**src/rtl/cpu_ctrl_pkg.sv**
```systemverilog
// Shared encodings for the multi-cycle MIPS control unit: opcodes, ALUOp,
// mux selects and FSM state numbering.
package cpu_ctrl_pkg;

    localparam logic [5:0] OP_RTYPE = 6'd0;
    localparam logic [5:0] OP_J     = 6'd2;
    localparam logic [5:0] OP_BEQ   = 6'd4;
    localparam logic [5:0] OP_ADDI  = 6'd8;
    localparam logic [5:0] OP_LW    = 6'd35;
    localparam logic [5:0] OP_SW    = 6'd43;

    localparam logic [2:0] ALUOP_FUNCT = 3'b000;
    localparam logic [2:0] ALUOP_ADD   = 3'b001;
    localparam logic [2:0] ALUOP_SUB   = 3'b010;

    localparam logic [1:0] SRCB_REGB    = 2'b00;
    localparam logic [1:0] SRCB_FOUR    = 2'b01;
    localparam logic [1:0] SRCB_IMM     = 2'b10;
    localparam logic [1:0] SRCB_IMM_SH2 = 2'b11;

    localparam logic [1:0] PCSRC_ALU    = 2'b00;
    localparam logic [1:0] PCSRC_ALUOUT = 2'b01;
    localparam logic [1:0] PCSRC_JUMP   = 2'b10;

    typedef enum logic [3:0] {
        ST_IDLE      = 4'd0,
        ST_FETCH     = 4'd1,
        ST_DECODE    = 4'd2,
        ST_MEM_ADDR  = 4'd3,
        ST_MEM_RD    = 4'd4,
        ST_MEM_WB    = 4'd5,
        ST_MEM_WR    = 4'd6,
        ST_R_EXEC    = 4'd7,
        ST_R_WB      = 4'd8,
        ST_BRANCH    = 4'd9,
        ST_JUMP      = 4'd10,
        ST_ADDI_EXEC = 4'd11,
        ST_ADDI_WB   = 4'd12,
        ST_TRAP      = 4'd15
    } state_t;

    // States that sit on the memory ready handshake and are watchdog-guarded.
    function automatic logic is_mem_wait(input state_t s);
        return (s == ST_FETCH) || (s == ST_MEM_RD) || (s == ST_MEM_WR);
    endfunction

endpackage

```
**src/rtl/mem_wait_watchdog.sv**
```systemverilog
// Counts consecutive not-ready cycles in a memory wait state and flags expiry
// on the cycle the count reaches TIMEOUT_CYCLES with memory still not ready.
module mem_wait_watchdog #(
    parameter int unsigned TIMEOUT_CYCLES = 255,
    parameter int unsigned CNT_W          = 8
) (
    input  logic clk,
    input  logic rst_n,
    input  logic i_wait,
    input  logic i_ready,
    output logic o_expire
);

    logic [CNT_W-1:0] r_cnt;
    logic             w_stall;

    assign w_stall = i_wait && !i_ready;

    // Any cycle not stalled (ready seen or outside a wait state) clears the
    // count, so every wait state is entered with a zero count.
    always_ff @(posedge clk or negedge rst_n) begin
        if (!rst_n) begin
            r_cnt <= '0;
        end else if (w_stall) begin
            r_cnt <= r_cnt + CNT_W'(1);
        end else begin
            r_cnt <= '0;
        end
    end

    assign o_expire = w_stall && (r_cnt == CNT_W'(TIMEOUT_CYCLES - 1));

endmodule

```
**src/rtl/multicycle_control_fsm.sv**
```systemverilog
// Multi-cycle MIPS main control FSM: Moore-decoded datapath strobes, ALUOp
// for the ALU control decoder, and a watchdog on variable-latency memory.
module multicycle_control_fsm
    import cpu_ctrl_pkg::*;
#(
    parameter int unsigned TIMEOUT_CYCLES = 255,
    parameter int unsigned CNT_W          = 8
) (
    input  logic       clk,
    input  logic       rst_n,
    input  logic [5:0] opcode,
    input  logic       mem_ready,
    output logic [2:0] alu_op,
    output logic       alu_src_a,
    output logic [1:0] alu_src_b,
    output logic [1:0] pc_source,
    output logic       pc_write,
    output logic       pc_write_cond,
    output logic       i_or_d,
    output logic       mem_read,
    output logic       mem_write,
    output logic       ir_write,
    output logic       reg_write,
    output logic       reg_dst,
    output logic       mem_to_reg,
    output logic       illegal_op,
    output logic       mem_timeout,
    output logic [3:0] state_dbg
);

    state_t r_state;
    state_t w_next;
    logic   r_illegal;
    logic   r_timeout;
    logic   w_wait;
    logic   w_expire;
    logic   w_bad_op;

    assign w_wait = is_mem_wait(r_state);

    mem_wait_watchdog #(
        .TIMEOUT_CYCLES (TIMEOUT_CYCLES),
        .CNT_W          (CNT_W)
    ) u_watchdog (
        .clk      (clk),
        .rst_n    (rst_n),
        .i_wait   (w_wait),
        .i_ready  (mem_ready),
        .o_expire (w_expire)
    );

    always_ff @(posedge clk or negedge rst_n) begin
        if (!rst_n) begin
            r_state   <= ST_IDLE;
            r_illegal <= 1'b0;
            r_timeout <= 1'b0;
        end else begin
            r_state <= w_next;
            if (w_bad_op) r_illegal <= 1'b1;
            if (w_expire) r_timeout <= 1'b1;
        end
    end

    always_comb begin
        w_next        = r_state;
        w_bad_op      = 1'b0;
        alu_op        = ALUOP_FUNCT;
        alu_src_a     = 1'b0;
        alu_src_b     = SRCB_REGB;
        pc_source     = PCSRC_ALU;
        pc_write      = 1'b0;
        pc_write_cond = 1'b0;
        i_or_d        = 1'b0;
        mem_read      = 1'b0;
        mem_write     = 1'b0;
        ir_write      = 1'b0;
        reg_write     = 1'b0;
        reg_dst       = 1'b0;
        mem_to_reg    = 1'b0;

        case (r_state)
            ST_IDLE: w_next = ST_FETCH;
            ST_FETCH: begin
                mem_read  = 1'b1;
                alu_src_b = SRCB_FOUR;
                alu_op    = ALUOP_ADD;
                ir_write  = mem_ready;
                pc_write  = mem_ready;
                if (mem_ready)     w_next = ST_DECODE;
                else if (w_expire) w_next = ST_TRAP;
            end
            ST_DECODE: begin
                alu_src_b = SRCB_IMM_SH2;
                alu_op    = ALUOP_ADD;
                case (opcode)
                    OP_RTYPE:     w_next = ST_R_EXEC;
                    OP_LW, OP_SW: w_next = ST_MEM_ADDR;
                    OP_BEQ:       w_next = ST_BRANCH;
                    OP_J:         w_next = ST_JUMP;
                    OP_ADDI:      w_next = ST_ADDI_EXEC;
                    default: begin
                        w_next   = ST_TRAP;
                        w_bad_op = 1'b1;
                    end
                endcase
            end
            ST_MEM_ADDR: begin
                alu_src_a = 1'b1;
                alu_src_b = SRCB_IMM;
                alu_op    = ALUOP_ADD;
                w_next    = (opcode == OP_SW) ? ST_MEM_WR : ST_MEM_RD;
            end
            ST_MEM_RD: begin
                mem_read = 1'b1;
                i_or_d   = 1'b1;
                if (mem_ready)     w_next = ST_MEM_WB;
                else if (w_expire) w_next = ST_TRAP;
            end
            ST_MEM_WB: begin
                reg_write  = 1'b1;
                mem_to_reg = 1'b1;
                w_next     = ST_FETCH;
            end
            ST_MEM_WR: begin
                mem_write = 1'b1;
                i_or_d    = 1'b1;
                if (mem_ready)     w_next = ST_FETCH;
                else if (w_expire) w_next = ST_TRAP;
            end
            ST_R_EXEC: begin
                alu_src_a = 1'b1;
                w_next    = ST_R_WB;
            end
            ST_R_WB: begin
                reg_write = 1'b1;
                reg_dst   = 1'b1;
                w_next    = ST_FETCH;
            end
            ST_BRANCH: begin
                alu_src_a     = 1'b1;
                alu_op        = ALUOP_SUB;
                pc_write_cond = 1'b1;
                pc_source     = PCSRC_ALUOUT;
                w_next        = ST_FETCH;
            end
            ST_JUMP: begin
                pc_write  = 1'b1;
                pc_source = PCSRC_JUMP;
                w_next    = ST_FETCH;
            end
            ST_ADDI_EXEC: begin
                alu_src_a = 1'b1;
                alu_src_b = SRCB_IMM;
                alu_op    = ALUOP_ADD;
                w_next    = ST_ADDI_WB;
            end
            ST_ADDI_WB: begin
                reg_write = 1'b1;
                w_next    = ST_FETCH;
            end
            ST_TRAP: w_next = ST_TRAP;
            default: w_next = ST_TRAP;
        endcase
    end

    assign illegal_op  = r_illegal;
    assign mem_timeout = r_timeout;
    assign state_dbg   = r_state;

endmodule
```
**config.mk**
```make
export PLATFORM = sky130hd
export DESIGN_NAME = multicycle_control_fsm
export DESIGN_NICKNAME = d
export VERILOG_FILES = /design/src/rtl/cpu_ctrl_pkg.sv /design/src/rtl/mem_wait_watchdog.sv /design/src/rtl/multicycle_control_fsm.sv
export SDC_FILE = /design/constraint.sdc
export NUM_CORES = 1
export LEC_CHECK = 0
export CAP_MARGIN = 5
export CORE_ASPECT_RATIO = 0.6
export CORE_MARGIN = 8
export CORE_UTILIZATION = 31
export CTS_BUF_LIST = sky130_fd_sc_hd__clkbuf_8 sky130_fd_sc_hd__clkbuf_16
export DETAILED_ROUTE_END_ITERATION = 10
export PLACE_DENSITY_LB_ADDON = 0.2
export SLEW_MARGIN = 20
export SYNTH_ARGS = -nofsm -noshare
export SYNTH_HDL_FRONTEND = slang
export SYNTH_SLANG_ARGS = --single-unit
export TNS_END_PERCENT = 30
```
**constraint.sdc**
```tcl
create_clock -name clk -period 2.2 [get_ports clk]
set_input_delay 0.22 -clock clk [delete_from_list [all_inputs] [get_ports clk]]
set_output_delay 0.22 -clock clk [all_outputs]
set_load 0.01 [all_outputs]
```
==> results.json <==
{
  "r2r-start": "state_dbg[0]",
  "post-route-period-util": 0.929,
  "avgSynthCellArea_um2": 7.98,
  "ant_nets": 0,
  "end_kind": "output port",
  "p_per_area_mw_per_mm2": 405,
  "fmax_ghz": 0.489,
  "syn-cell-area_um2": 966,
  "cts_buffers": 3,
  "drv_slew": 0,
  "critPathMaxFanout": 13,
  "core-area_mm2": 0.00293,
  "slowest_stage": "dfrtp_1",
  "clkLatencyLatePin_ns": 0.25,
  "synth_top_family_by_area": "simple AND/OR/NAND/NOR gates",
  "synth_compound_area_frac": 0.218,
  "path_clk_slew_ns": 0.06,
  "setup_violations": 0,
  "multi_input_area_um2": 572,
  "worst_path_largest_cell_delay_ns": 0.59,
  "use_met1": 0.145,
  "use_met2": 0.165,
  "rsz0062_at_grt": "no",
  "diodes": 0,
  "async_reset_ff_frac": 1.00,
  "synthFlopType": "dfrtp_1",
  "r2r_setup_slack_ns": 0.27,
  "design_area_mm2": 0.00136,
  "row_count": 15,
  "synthAdderAreaFrac": 0.0259,
  "ir_drop_mv": 0.176,
  "period_minus_slack_ns": 2.04,
  "die_h_um": 59.2,
  "io_pins": 32,
  "drt-total-wl_um": 2650,
  "synthSimpleGateAreaFrac": 0.288,
  "power.total_uw": 552,
  "nFillCells": 312,
  "place_congestion": 0.897,
  "crit_chain": "nand2b_1 -> inv_1 -> a21oi_1 -> nor2_1 -> clkdlybuf4s50_1",
  "cp-start-kind": "flip-flop",
  "p_leak_nw": 0.506,
  "drtIter0Drc": 102,
  "dr.pass1.iters": 4,
  "antenna_found_initial": 0,
  "synth_nets": 132,
  "crit_type": "reg2out",
  "clock_skew_ns": 0.00151,
  "clockRootBuffer": "clkbuf_8",
  "synth_edf_count": 0,
  "finalHoldViolations": 0,
  "rr_endpoint": "state_dbg[0]",
  "post_drt_wl_per_cell_um": 13.7,
  "ys_ff_latch": 14,
  "grt.overflow.total": 0,
  "drv_cap": 0,
  "postCtsSetupBuffers": 0,
  "arrival_ns": 1.82,
  "gr-max-usage-layer": "met2",
  "clock_sinks": 14,
  "die_area_mm2": 0.00522,
  "slew_headroom": 0.579,
  "synth_area_leaders": "dfrtp_1 36%, nor2_1 8.5%, a21oi_1 4.7%, o21ai_0 4.7%, nand2b_1 4.5%",
  "yosysWarnings": 0,
  "cts.htree.levels": 1,
  "final_cell_count_no_fill": 193,
  "grt_start_max_net_pins": 18,
  "vias": 986,
  "muxShareOfSynthArea": 0,
  "worst_slew_pin_slew_ns": 0.629,
  "dp_hpwl_um": 2080,
  "grt_pass1_vias": 998,
  "grt_usage": 0.111,
  "synthXorXnorAreaFrac": 0.0544,
  "yosysTopAreaCell": "dfrtp_1",
  "hold_class": "in2async",
  "rr_worst_depth": 4,
  "final_util": 0.465,
  "synth.most_common_cell": "nor2_1",
  "synth_top_cell_area_share": 0.363,
  "whs_ns": 0.362,
  "grt_pass1_wl_um": 4660,
  "syn_inst": 121,
  "clk_path_buf_depth": 2,
  "drive_above_1_share": 0.0795,
  "dp_slack_ns": 0.260,
  "synth_common_cells": "22 x nor2_1, 14 x dfrtp_1, 9 x a21oi_1, 9 x o21ai_0, 7 x nand2b_1",
  "setup_slack_ns": 0.157,
  "layout.nets": 163,
  "die_w_um": 88.1,
  "dp.cells": 189,
  "initial_core_util": 0.330,
  "tns_ns": 0,
  "drc": 0,
  "vias_per_cell": 5.11,
  "met3_usage": 0.0387,
  "final-seq-area_um2": 353,
  "critPathRequiredTime_ns": 1.98,
  "io_buffers": 30,
  "cts_tree": "done",
  "placedInstanceArea_mm2": 0.00130,
  "synth-seq-area-share": 0.363,
  "ys_types": 36,
  "status": "complete, no violations",
  "syn_to_final_growth_pct": 41.1
}
-- cells by family after synthesis --
group / after synthesis
AND/OR/NAND/NOR: 56
AO/OA/AOI/OAI: 32
flip-flops: 14
buffers and inverters: 10
XOR/XNOR: 6
adder cells (fa/ha/maj): 2
other: 1
-- cells in the final DEF (no fill, tap or decap), types with 2 or more instances in the layout --
cell type        netlist  final
a21o_1                 2      2
a21oi_1                9      9
and3_1                 2      2
buf_4                  2      2
clkbuf_8               0      4
clkdlybuf4s50_1        0     30
dfrtp_1               14     12
dfrtp_2                0      2
ha_1                   2      2
inv_1                  4      4
nand2_1                6      6
nand2b_1               7      6
nand3_1                5      5
nand4_1                3      3
nor2_1                22     22
nor3_1                 4      4
o211ai_1               2      2
o21ai_0                9      9
o311ai_0               2      2
or3_1                  2      2
xnor2_1                2      2
xor2_1                 4      4
-- final cells by class --
cell class,instances,share of cell area
multi-input cells,97,0.420
flip-flops and latches,14,0.259
repair buffers,32,0.231
clock buffers,4,0.0404
well taps,42,0.0386
inverters,4,0.0110
-- worst max-delay path: cells and delay by family (launching register included) --
kind	cells	cell delay [ns]
flops	1	0.59
buf+inv	2	0.63
compound gates	1	0.06
simple gates	2	0.29
-- power by group --
part / switching [mW] / internal [mW] / leakage (nW)
registers: 0.00107 / 0.260 / 0.167
clock network: 0.0923 / 0.159 / 0.0288
logic: 0.0199 / 0.0209 / 0.310
-- flip-flops by register name, summed over array words and instances (netlist names) --
register,flops
state_dbg,4
mem_timeout,1
u_watchdog.r_cnt,8
illegal_op,1
-- what timing repair did --
action	4_1_cts	5_1_grt
endpoints found under the setup margin	0	4
gates resized for setup	0	3
hold buffers	0	0
-- how the worst max path moves through the flow --
| stage | slack [ns] | start | to |
|---|---|---|---|
| 2_1_floorplan | 0.51 | state_dbg[1] | state_dbg[0] |
| 3_3_place_gp | 0.33 | state_dbg[3] | reg_write |
| 3_5_place_dp | 0.26 | state_dbg[1] | state_dbg[0] |
| 4_1_cts | 0.04 | state_dbg[3] | reg_write |
| 5_1_grt | 0.04 | state_dbg[2] | reg_write |
| 6_report | 0.16 | state_dbg[2] | reg_write |
-- layer usage --
layer	vias to the layer above	wire, um
met4	0	35
met1	461	1330
li1	490	-
met3	4	223
met2	31	1050
met5	-	0
Note: power is estimated with default switching activity, not from simulation.
